### src/rtl/dbg_pkg.sv
// -----------------------------------------------------------------------------
// dbg_pkg
// Shared types and constants for the register debug view.
//   NUM_REGS     architectural integer registers tracked (x0..x31)
//   XLEN         register width
//   IDX_W        width of a register index
//   trk_state_t  tracker FSM states
//   word_t       one register value
//   reg_idx_t    one register index
// -----------------------------------------------------------------------------
package dbg_pkg;

  localparam int NUM_REGS = 32;
  localparam int XLEN     = 32;
  localparam int IDX_W    = $clog2(NUM_REGS);

  typedef enum logic [1:0] {
    INIT,   // sweeping zeros into the shadow RAM after reset
    IDLE,   // waiting for the next frame start
    PRIME,  // first RAM read in flight
    COPY    // one register lands in the snapshot per cycle
  } trk_state_t;

  typedef logic [XLEN-1:0]  word_t;
  typedef logic [IDX_W-1:0] reg_idx_t;

  // Index of the last register; terminates both the INIT sweep and the COPY.
  localparam reg_idx_t LAST_IDX = reg_idx_t'(NUM_REGS - 1);

endpackage

### src/rtl/reg_shadow_ram.sv
// -----------------------------------------------------------------------------
// reg_shadow_ram
// 32x32 simple dual-port RAM shadowing the core register file.
// Ports:
//   clk    in   clock
//   we     in   write strobe
//   waddr  in   write address
//   wdata  in   write data
//   raddr  in   read address (sampled on clk)
//   rdata  out  registered read data, one cycle after raddr
// A read and a write to the same address on the same edge return the old
// contents. The array has no reset.
// -----------------------------------------------------------------------------
module reg_shadow_ram
  import dbg_pkg::*;
(
  input  logic     clk,
  input  logic     we,
  input  reg_idx_t waddr,
  input  word_t    wdata,
  input  reg_idx_t raddr,
  output word_t    rdata
);

  word_t mem [0:NUM_REGS-1];

  // NOTE: the array is deliberately left out of any reset so it maps onto
  // RAM primitives; the tracker's INIT sweep is what gives it known contents.
  always_ff @(posedge clk) begin
    if (we) begin
      mem[waddr] <= wdata;
    end
    // NOTE: non-blocking assignment here is what makes a same-edge collision
    // read the pre-write value; a blocking write would forward the new data.
    rdata <= mem[raddr];
  end

endmodule

### src/rtl/reg_debug_tracker.sv
// -----------------------------------------------------------------------------
// reg_debug_tracker
// Write side of the register debug view. Snoops core register writeback into
// a shadow RAM, copies the RAM into regs_out once per frame, and keeps a
// per-register highlight mask that stays set for HOLD_FRAMES accepted frames
// after each write.
//
// Parameters:
//   HOLD_FRAMES  frames a register stays highlighted after a write (1..255)
//   HOLD_W       width of each hold counter (derived)
// Ports:
//   clk           in   pixel clock (also clocks the core debug port)
//   reset         in   synchronous, active-high reset
//   wb_we         in   core register-file write strobe
//   wb_rd         in   destination register index
//   wb_data       in   write data
//   frame_start   in   one-cycle pulse at the start of vertical blank
//   freeze        in   hold the display (only with REGTRK_FREEZE_EN defined)
//   regs_out      out  snapshot of x0..x31 fed to the display
//   changed_mask  out  bit i set while register i is highlighted
//   busy          out  high while in INIT, PRIME or COPY
//
// Build option: define REGTRK_FREEZE_EN to add the freeze port. While freeze
// is high a frame start is not accepted (no copy, mask and counters held),
// but writes still reach the RAM and still reload their hold counters.
//
// Timing for a frame start accepted at edge T: the read of register 0 is
// issued at T, PRIME covers T+1, and regs_out[k] loads at edge T+2+k. The FSM
// returns to IDLE at edge T+33, where busy also drops.
// -----------------------------------------------------------------------------
module reg_debug_tracker
  import dbg_pkg::*;
#(
  parameter int HOLD_FRAMES = 4,
  parameter int HOLD_W      = $clog2(HOLD_FRAMES + 1)
) (
  input  logic                 clk,
  input  logic                 reset,
  input  logic                 wb_we,
  input  logic [IDX_W-1:0]     wb_rd,
  input  logic [XLEN-1:0]      wb_data,
  input  logic                 frame_start,
`ifdef REGTRK_FREEZE_EN
  input  logic                 freeze,
`endif
  output word_t                regs_out [0:NUM_REGS-1],
  output logic [NUM_REGS-1:0]  changed_mask,
  output logic                 busy
);

  localparam logic [HOLD_W-1:0] HOLD_LOAD = HOLD_W'(HOLD_FRAMES);

  // ---------------------------------------------------------------------------
  // State
  // ---------------------------------------------------------------------------
  trk_state_t        state;
  reg_idx_t          idx;       // INIT sweep address, then COPY destination
  reg_idx_t          rd_addr;   // RAM read address, runs one ahead of idx
  logic [HOLD_W-1:0] cnt [NUM_REGS];

  // ---------------------------------------------------------------------------
  // Accept decisions
  // ---------------------------------------------------------------------------
  logic frozen;
`ifdef REGTRK_FREEZE_EN
  assign frozen = freeze;
`else
  assign frozen = 1'b0;
`endif

  // x0 is hardwired to zero in the core, so writes to it are never tracked.
  logic wb_accept;
  logic frame_accept;

  assign wb_accept    = (state != INIT) && wb_we && (wb_rd != '0);
  assign frame_accept = (state == IDLE) && frame_start && !frozen;

  // ---------------------------------------------------------------------------
  // Shadow RAM write-port mux: the INIT sweep owns the port, otherwise the
  // core writeback does. wb_accept is already low during INIT.
  // ---------------------------------------------------------------------------
  logic     ram_we;
  reg_idx_t ram_waddr;
  word_t    ram_wdata;
  word_t    ram_rdata;

  // NOTE: every output of this block gets a default first so no path can
  // leave one unassigned and infer a latch.
  always_comb begin
    ram_we    = wb_accept;
    ram_waddr = wb_rd;
    ram_wdata = wb_data;
    if (state == INIT) begin
      ram_we    = 1'b1;
      ram_waddr = idx;
      ram_wdata = '0;
    end
  end

  reg_shadow_ram u_ram (
    .clk   (clk),
    .we    (ram_we),
    .waddr (ram_waddr),
    .wdata (ram_wdata),
    .raddr (rd_addr),
    .rdata (ram_rdata)
  );

  // ---------------------------------------------------------------------------
  // FSM with registered busy
  // ---------------------------------------------------------------------------
  always_ff @(posedge clk) begin
    if (reset) begin
      state   <= INIT;
      idx     <= '0;
      rd_addr <= '0;
      busy    <= 1'b1;
    end else begin
      unique case (state)
        INIT: begin
          if (idx == LAST_IDX) begin
            state <= IDLE;
            idx   <= '0;
            busy  <= 1'b0;
          end else begin
            idx <= idx + 1'b1;
          end
        end

        IDLE: begin
          if (frame_accept) begin
            state   <= PRIME;
            idx     <= '0;
            rd_addr <= '0;
            busy    <= 1'b1;
          end
        end

        // The read of register 0 completes at this edge; start the next one.
        PRIME: begin
          state   <= COPY;
          rd_addr <= rd_addr + 1'b1;
        end

        // rd_addr wraps past 31 on the final cycle; that read is never used.
        COPY: begin
          rd_addr <= rd_addr + 1'b1;
          if (idx == LAST_IDX) begin
            state <= IDLE;
            idx   <= '0;
            busy  <= 1'b0;
          end else begin
            idx <= idx + 1'b1;
          end
        end

        default: begin
          state <= INIT;
          idx   <= '0;
          busy  <= 1'b1;
        end
      endcase
    end
  end

  // ---------------------------------------------------------------------------
  // Snapshot registers. A reset mid-COPY discards the partial snapshot.
  // ---------------------------------------------------------------------------
  always_ff @(posedge clk) begin
    if (reset) begin
      for (int k = 0; k < NUM_REGS; k++) begin
        regs_out[k] <= '0;
      end
    end else if (state == COPY) begin
      regs_out[idx] <= ram_rdata;
    end
  end

  // ---------------------------------------------------------------------------
  // Highlight mask and hold counters. The mask samples the counters before
  // they decrement, and a write in the same cycle reloads its counter in
  // preference to the decrement, so a written register is highlighted for
  // exactly HOLD_FRAMES accepted frames.
  // ---------------------------------------------------------------------------
  always_ff @(posedge clk) begin
    if (reset) begin
      changed_mask <= '0;
      for (int i = 0; i < NUM_REGS; i++) begin
        cnt[i] <= '0;
      end
    end else begin
      for (int i = 0; i < NUM_REGS; i++) begin
        if (wb_accept && (wb_rd == reg_idx_t'(i))) begin
          cnt[i] <= HOLD_LOAD;
        end else if (frame_accept && (cnt[i] != '0)) begin
          cnt[i] <= cnt[i] - 1'b1;
        end
        if (frame_accept) begin
          changed_mask[i] <= (cnt[i] != '0);
        end
      end
    end
  end

endmodule

### config.mk
export PLATFORM = sky130hd
export DESIGN_NAME = reg_debug_tracker
export DESIGN_NICKNAME = d
export VERILOG_FILES = /design/src/rtl/dbg_pkg.sv /design/src/rtl/reg_shadow_ram.sv /design/src/rtl/reg_debug_tracker.sv
export SDC_FILE = /design/constraint.sdc
export NUM_CORES = 2
export LEC_CHECK = 0
export CORE_ASPECT_RATIO = 1.5
export CORE_UTILIZATION = 40
export DETAILED_ROUTE_END_ITERATION = 10
export PLACE_DENSITY = 0.65
export SLEW_MARGIN = 25
export SYNTH_ARGS = -nofsm -noshare
export SYNTH_HDL_FRONTEND = slang
export SYNTH_HIERARCHICAL = 1
export SYNTH_SLANG_ARGS = --single-unit
### constraint.sdc
create_clock -name clk -period 6.6 [get_ports clk]
set_input_delay 0.99 -clock clk [delete_from_list [all_inputs] [get_ports clk]]
set_output_delay 0.99 -clock clk [all_outputs]
set_load 0.05 [all_outputs]
# Yosys cells after proc, flatten, opt, wreduce, memory -nomap -nowiden
# Memories as Yosys holds them, arrays and structs flattened. A register that Yosys moved wholly into a read port is not among the register bits.
# Cells that the tools add are included.
# word_totals
register_bits	1069
latch_bits	0
mem_bits_rw	1120
romBits	0
input_bits	41
out_inout_bits	1057
mem_count	2
# memory_table
name	words	width	rd	rd_ports_with_merged_regs	wr	line	text
u_ram.mem	32	32	1	1	1	reg_shadow_ram.sv:25	word_t mem [0:NUM_REGS-1];
cnt	32	3	32	0	32	reg_debug_tracker.sv:59	logic [HOLD_W-1:0] cnt [NUM_REGS];
# op_classes
addsub	34
n_mul	0
n_div	0
magnitude_cmp	2
n_eq_ne	37
shift	0
muxes	308
bitwise_logic	65
reduce_logical	112
# op_table
op	n
1024-bit bitwise mux	1
1-bit two-way mux	231
3-bit two-way mux	64
32-bit demux with 5-bit select	1
3-bit nonzero test	32
3-bit by 1-bit subtractor with 3-bit output (second input constant)	32
5-bit == test (second input constant)	17
1-bit logical AND	68
32-bit two-way mux	2
1-bit bitwise OR	64
5-bit by 4-bit == test with 1-bit output (second input constant)	8
5-bit by 3-bit == test with 1-bit output (second input constant)	4
5-bit one-hot mux with 2 select lines	2
5-bit two-way mux	3
5-bit by 1-bit adder with 5-bit output (second input constant)	2
5-bit by 2-bit == test with 1-bit output (second input constant)	2
6-bit greater-or-equal comparator (second input constant)	1
6-bit by 1-bit < comparator with 1-bit output (second input constant)	1
5-bit NOT with 6-bit output	1
2-bit one-hot mux with 3 select lines	1
2-bit AND reduction	3
2-bit nonzero test	3
5-bit by 1-bit == test with 1-bit output (second input constant)	1
5-bit zero test	1
other kinds (10)	13

# Longest topological paths before layout
# depth
word_depth	9
mapped_depth	9
ltp_nobuf	7

# Cells and area by module
# Netlist, hierarchy kept.
# modules_own_cells
module	instances	cells_per_inst	area_each_um2	seq_area_each_um2
reg_debug_tracker	1	5426	43399.1	24283.3
reg_shadow_ram	1	2260	40485.1	31390.1

# Worst setup path before layout
# OpenSTA, ideal clock, no wires.
# synth_path
path_type	input port to flip-flop
from	input port wb_rd[4]
to	memory u_ram/mem[17][0] (netlist bit), enable pin
setup_ns	0.421
t_arrival_ns	3.625
path_slack_ns	2.554
cell_stages	5
path_buffers	2
path_cell_list	clkbuf_1 > clkbuf_1 > mux2_2 > or3b_2 > nor2_1
# synth_via
word_cells_on_any_way	6
cone_classes	mux (4); reduce/logical (2)
# synth_rtl
item	line	text
start, declared	reg_debug_tracker.sv:40	input logic [IDX_W-1:0] wb_rd,
5-bit two-way mux	reg_debug_tracker.sv:93	if (state == INIT) begin
named net ram_waddr[4]	reg_debug_tracker.sv:83	reg_idx_t ram_waddr;
end, declared	reg_shadow_ram.sv:25	
# The timed path passes the listed nets, and every way through them passes these cells.

# Worst setup path after layout
# layout_path
from	register state[0]
to	memory u_ram/mem[19][1] (netlist bit), enable pin
# layout_via
word_cells_on_any_way	8
cone_classes	mux (4); reduce/logical (4)
# layout_rtl
item	line	text
start, declared	reg_debug_tracker.sv:56	trk_state_t state;
start signal, assigned	reg_debug_tracker.sv:114	state <= INIT;
start signal, assigned	reg_debug_tracker.sv:122	state <= IDLE;
start signal, assigned	reg_debug_tracker.sv:132	state <= PRIME;
2-bit zero test	reg_debug_tracker.sv:93	
5-bit two-way mux	reg_debug_tracker.sv:93	
named net ram_waddr[3]	reg_debug_tracker.sv:83	
# The timed path passes the listed nets, and every way through them passes these cells.

==> results.py <==
metrics = {
    "status": {
        "status": "finished, final reports clean",
    },
    "yosys": {
        "synth_area_sq_mm": 0.0839,
        "yosys.area.top_type": "edfxtp_1",
        "ys_ff_latch": 2221,
        "synth_nets": 7801,
        "yosys.area.top_type_share_pct": 40.1,
        "yosysMostFrequentCell": "nand2_1",
        "synth.area.top_cells": "edfxtp_1 (40%), dfxtp_1 (26%), nand2_1 (9.9%)",
        "synth-main-ff-cell": "edfxtp_1",
        "synth_edf_count": 1120,
        "syn_inst": 7686,
        "syn-mean-instance-area_sq_um": 10.9,
        "synthArstFlopShare_pct": 0,
        "ys_seq_area_share_pct": 66.4,
        "yosys_warnings": 6,
        "ys_top_cells_by_count": "nand2_1 (2,223), a21oi_1 (1,180), edfxtp_1 (1,120)",
        "synth_cell_types": 60,
    },
    "cts": {
        "cts.htree.levels": 4,
        "cts.path.max_buffers": 4,
        "clkTransAtPathRegs_ns": 0.06,
        "cts_resized": 0,
        "cts_sinks": 2221,
        "cts_buffers": 212,
        "cts_tree": "built",
        "postCtsSetupBuffers": 0,
        "holdBufCountCts": 0,
        "root_buffer": "clkbuf_16",
        "clk_latency_ns": 0.89,
    },
    "job": {
        "cap_violations": 0,
    },
    "timing": {
        "timing.final.hold_violations": 0,
        "worst_slew_pin_slew_ns": 1.19,
        "setup_viol": 0,
        "fmax_mhz": 251,
        "rsz0062_at_grt": "no",
        "fin_tns_setup_ns": 0,
        "finalCritPeriodShare_pct": 60.4,
        "slew_violations": 0,
        "finalCriticalPeriod_ns": 3.99,
        "clock_skew_ns": 0.0852,
        "relSlewSlack_pct": 20.5,
    },
    "drt": {
        "totalWireLength_microns": 320000,
        "drcViolationCount": 0,
        "firstDrtPassIters": 7,
        "avgRoutedWirePerCell_microns": 27.8,
        "ant_nets": 0,
        "vias": 63552,
        "initialDrtViolationCount": 7162,
        "avgViaCountPerCell": 5.51,
    },
    "grt": {
        "overflow": 0,
        "grt_start_max_net_pins": 243,
        "grt_use_total_pct": 29.2,
        "antenna_found_initial": 20,
        "grt_pass1_vias": 59661,
        "grt_first_pass_wirelength_microns": 441000,
    },
    "finish": {
        "fin_nets": 8688,
        "stdcell_area_sq_mm": 0.105,
        "drive_gt1_share_pct": 7.08,
        "stdcell_count": 11542,
        "area_delta_synth_final_pct": 25.1,
    },
    "floorplan": {
        "die_area_sq_mm": 0.212,
        "start_util_pct": 40.3,
        "fp.coreArea_sq_mm": 0.208,
        "rows": 205,
        "die_h_microns": 563,
        "num_io_pins": 1098,
        "die_w_microns": 376,
    },
    "power_and_ir_drop": {
        "vdd.ir_drop.worst_mv": 0.362,
        "p_total_w": 0.0383,
        "power.density_mw_per_mm2": 365,
        "p_leak_nw": 33.7,
    },
    "min_path": {
        "hold_path_depth": 2,
        "hold_class": "flop to flop",
    },
    "worst_setup_path": {
        "worst-setup-path-type": "flop to flop",
        "crit_required_ns": 7.07,
        "ff2ff_path_depth": 6,
        "worst_ep_arrival_time_ns": 4.45,
        "startpoint_type": "flop",
        "path_max_fanout": 32,
        "endpoint_kind": "flop",
    },
    "placed_design": {
        "dp_hpwl_microns": 205000,
        "io_buffers": 1097,
        "placed_area_sq_mm": 0.0977,
        "place_congestion": 0.930,
        "dp_cells": 11136,
    },
}
-- worst max-delay path: stages, from the launching register on --
cell	delay [ns]
dfxtp_1	0.34
inv_1	0.10
ha_2	0.77
nand2b_1	0.38
nand2_1	0.44
or3b_2	0.76
nor2_4	0.80
-- sequential cells by signal, summed over array words and instances, names as in the netlist --
name          cells
u_ram/mem      1024
cnt              96
state             2
regs_out       1024
changed_mask     32
u_ram/rdata      32
rd_addr           5
busy              1
idx               5
-- where the power goes --
part	leakage, nW	internal [W]	switching (W)
Combinational	11.1	0.00216	0.00512
Sequential	19.3	0.0161	0.00279
Clock	3.31	0.00678	0.00530
Total	33.7	0.0251	0.0132
-- stage by stage --
step	hold WS [ns]	setup slack, ns	utilization (%)
after floorplan	0.467	2.55	-
after global placement	0.441	1.82	46.8
after detailed placement	0.445	1.96	46.9
after CTS	0.454	2.65	50.2
after global routing	0.465	2.54	50.4
final	0.452	2.61	50.4
-- worst paths after layout --
| check | startpoint | endpoint | slack [ns] |
|---|---|---|---|
| max reg2reg | state[0]$_SDFFE_PP0P_ | u_ram/mem[19][1]$_DFFE_PP_ | 2.61 |
| min | regs_out[428]$_SDFFE_PP0P_ | regs_out[428]$_SDFFE_PP0P_ | 0.45 |
| max | state[0]$_SDFFE_PP0P_ | u_ram/mem[19][1]$_DFFE_PP_ | 2.61 |
| min reg2reg | regs_out[428]$_SDFFE_PP0P_ | regs_out[428]$_SDFFE_PP0P_ | 0.45 |
-- logic make-up after synthesis --
kind of cell	synth area share [%]
XOR/XNOR	0.271
AND/OR/NAND/NOR	13.3
flip-flops	66.4
buffers and inverters	3.51
multiplexers	6.18
adder cells (fa/ha/maj)	1.10
AO/OA/AOI/OAI	9.29
-- metal layers --
metal  wire length [microns]  global-route usage (%)
met5                       9                       0
met4                   27300                    21.5
met3                   31900                    7.04
met1                  113000                    33.5
met2                  148000                    47.3
-- cell usage in the layout (no fill, tap or decap), drive strengths merged, types with 74 or more instances in the layout --
cell / instances
edfxtp: 1120
nand3: 118
clkbuf: 294
mux2i: 513
a22oi: 96
inv: 105
nor2: 165
nand2: 2224
clkdlybuf4s50: 1096
buf: 156
a21oi: 1180
ha: 74
dfxtp: 1101
-- final cells by class --
type | count | area [sq um]
antenna | 11 | 27.5
clock buffer | 294 | 5980
clock inverter | 84 | 766
fill | 18427 | 103000
inverter | 94 | 353
multi-input combinational | 4792 | 25900
sequential | 2221 | 55800
tap | 2794 | 3500
timing repair buffer | 1252 | 12600
Power figures use the tool's default switching activity.
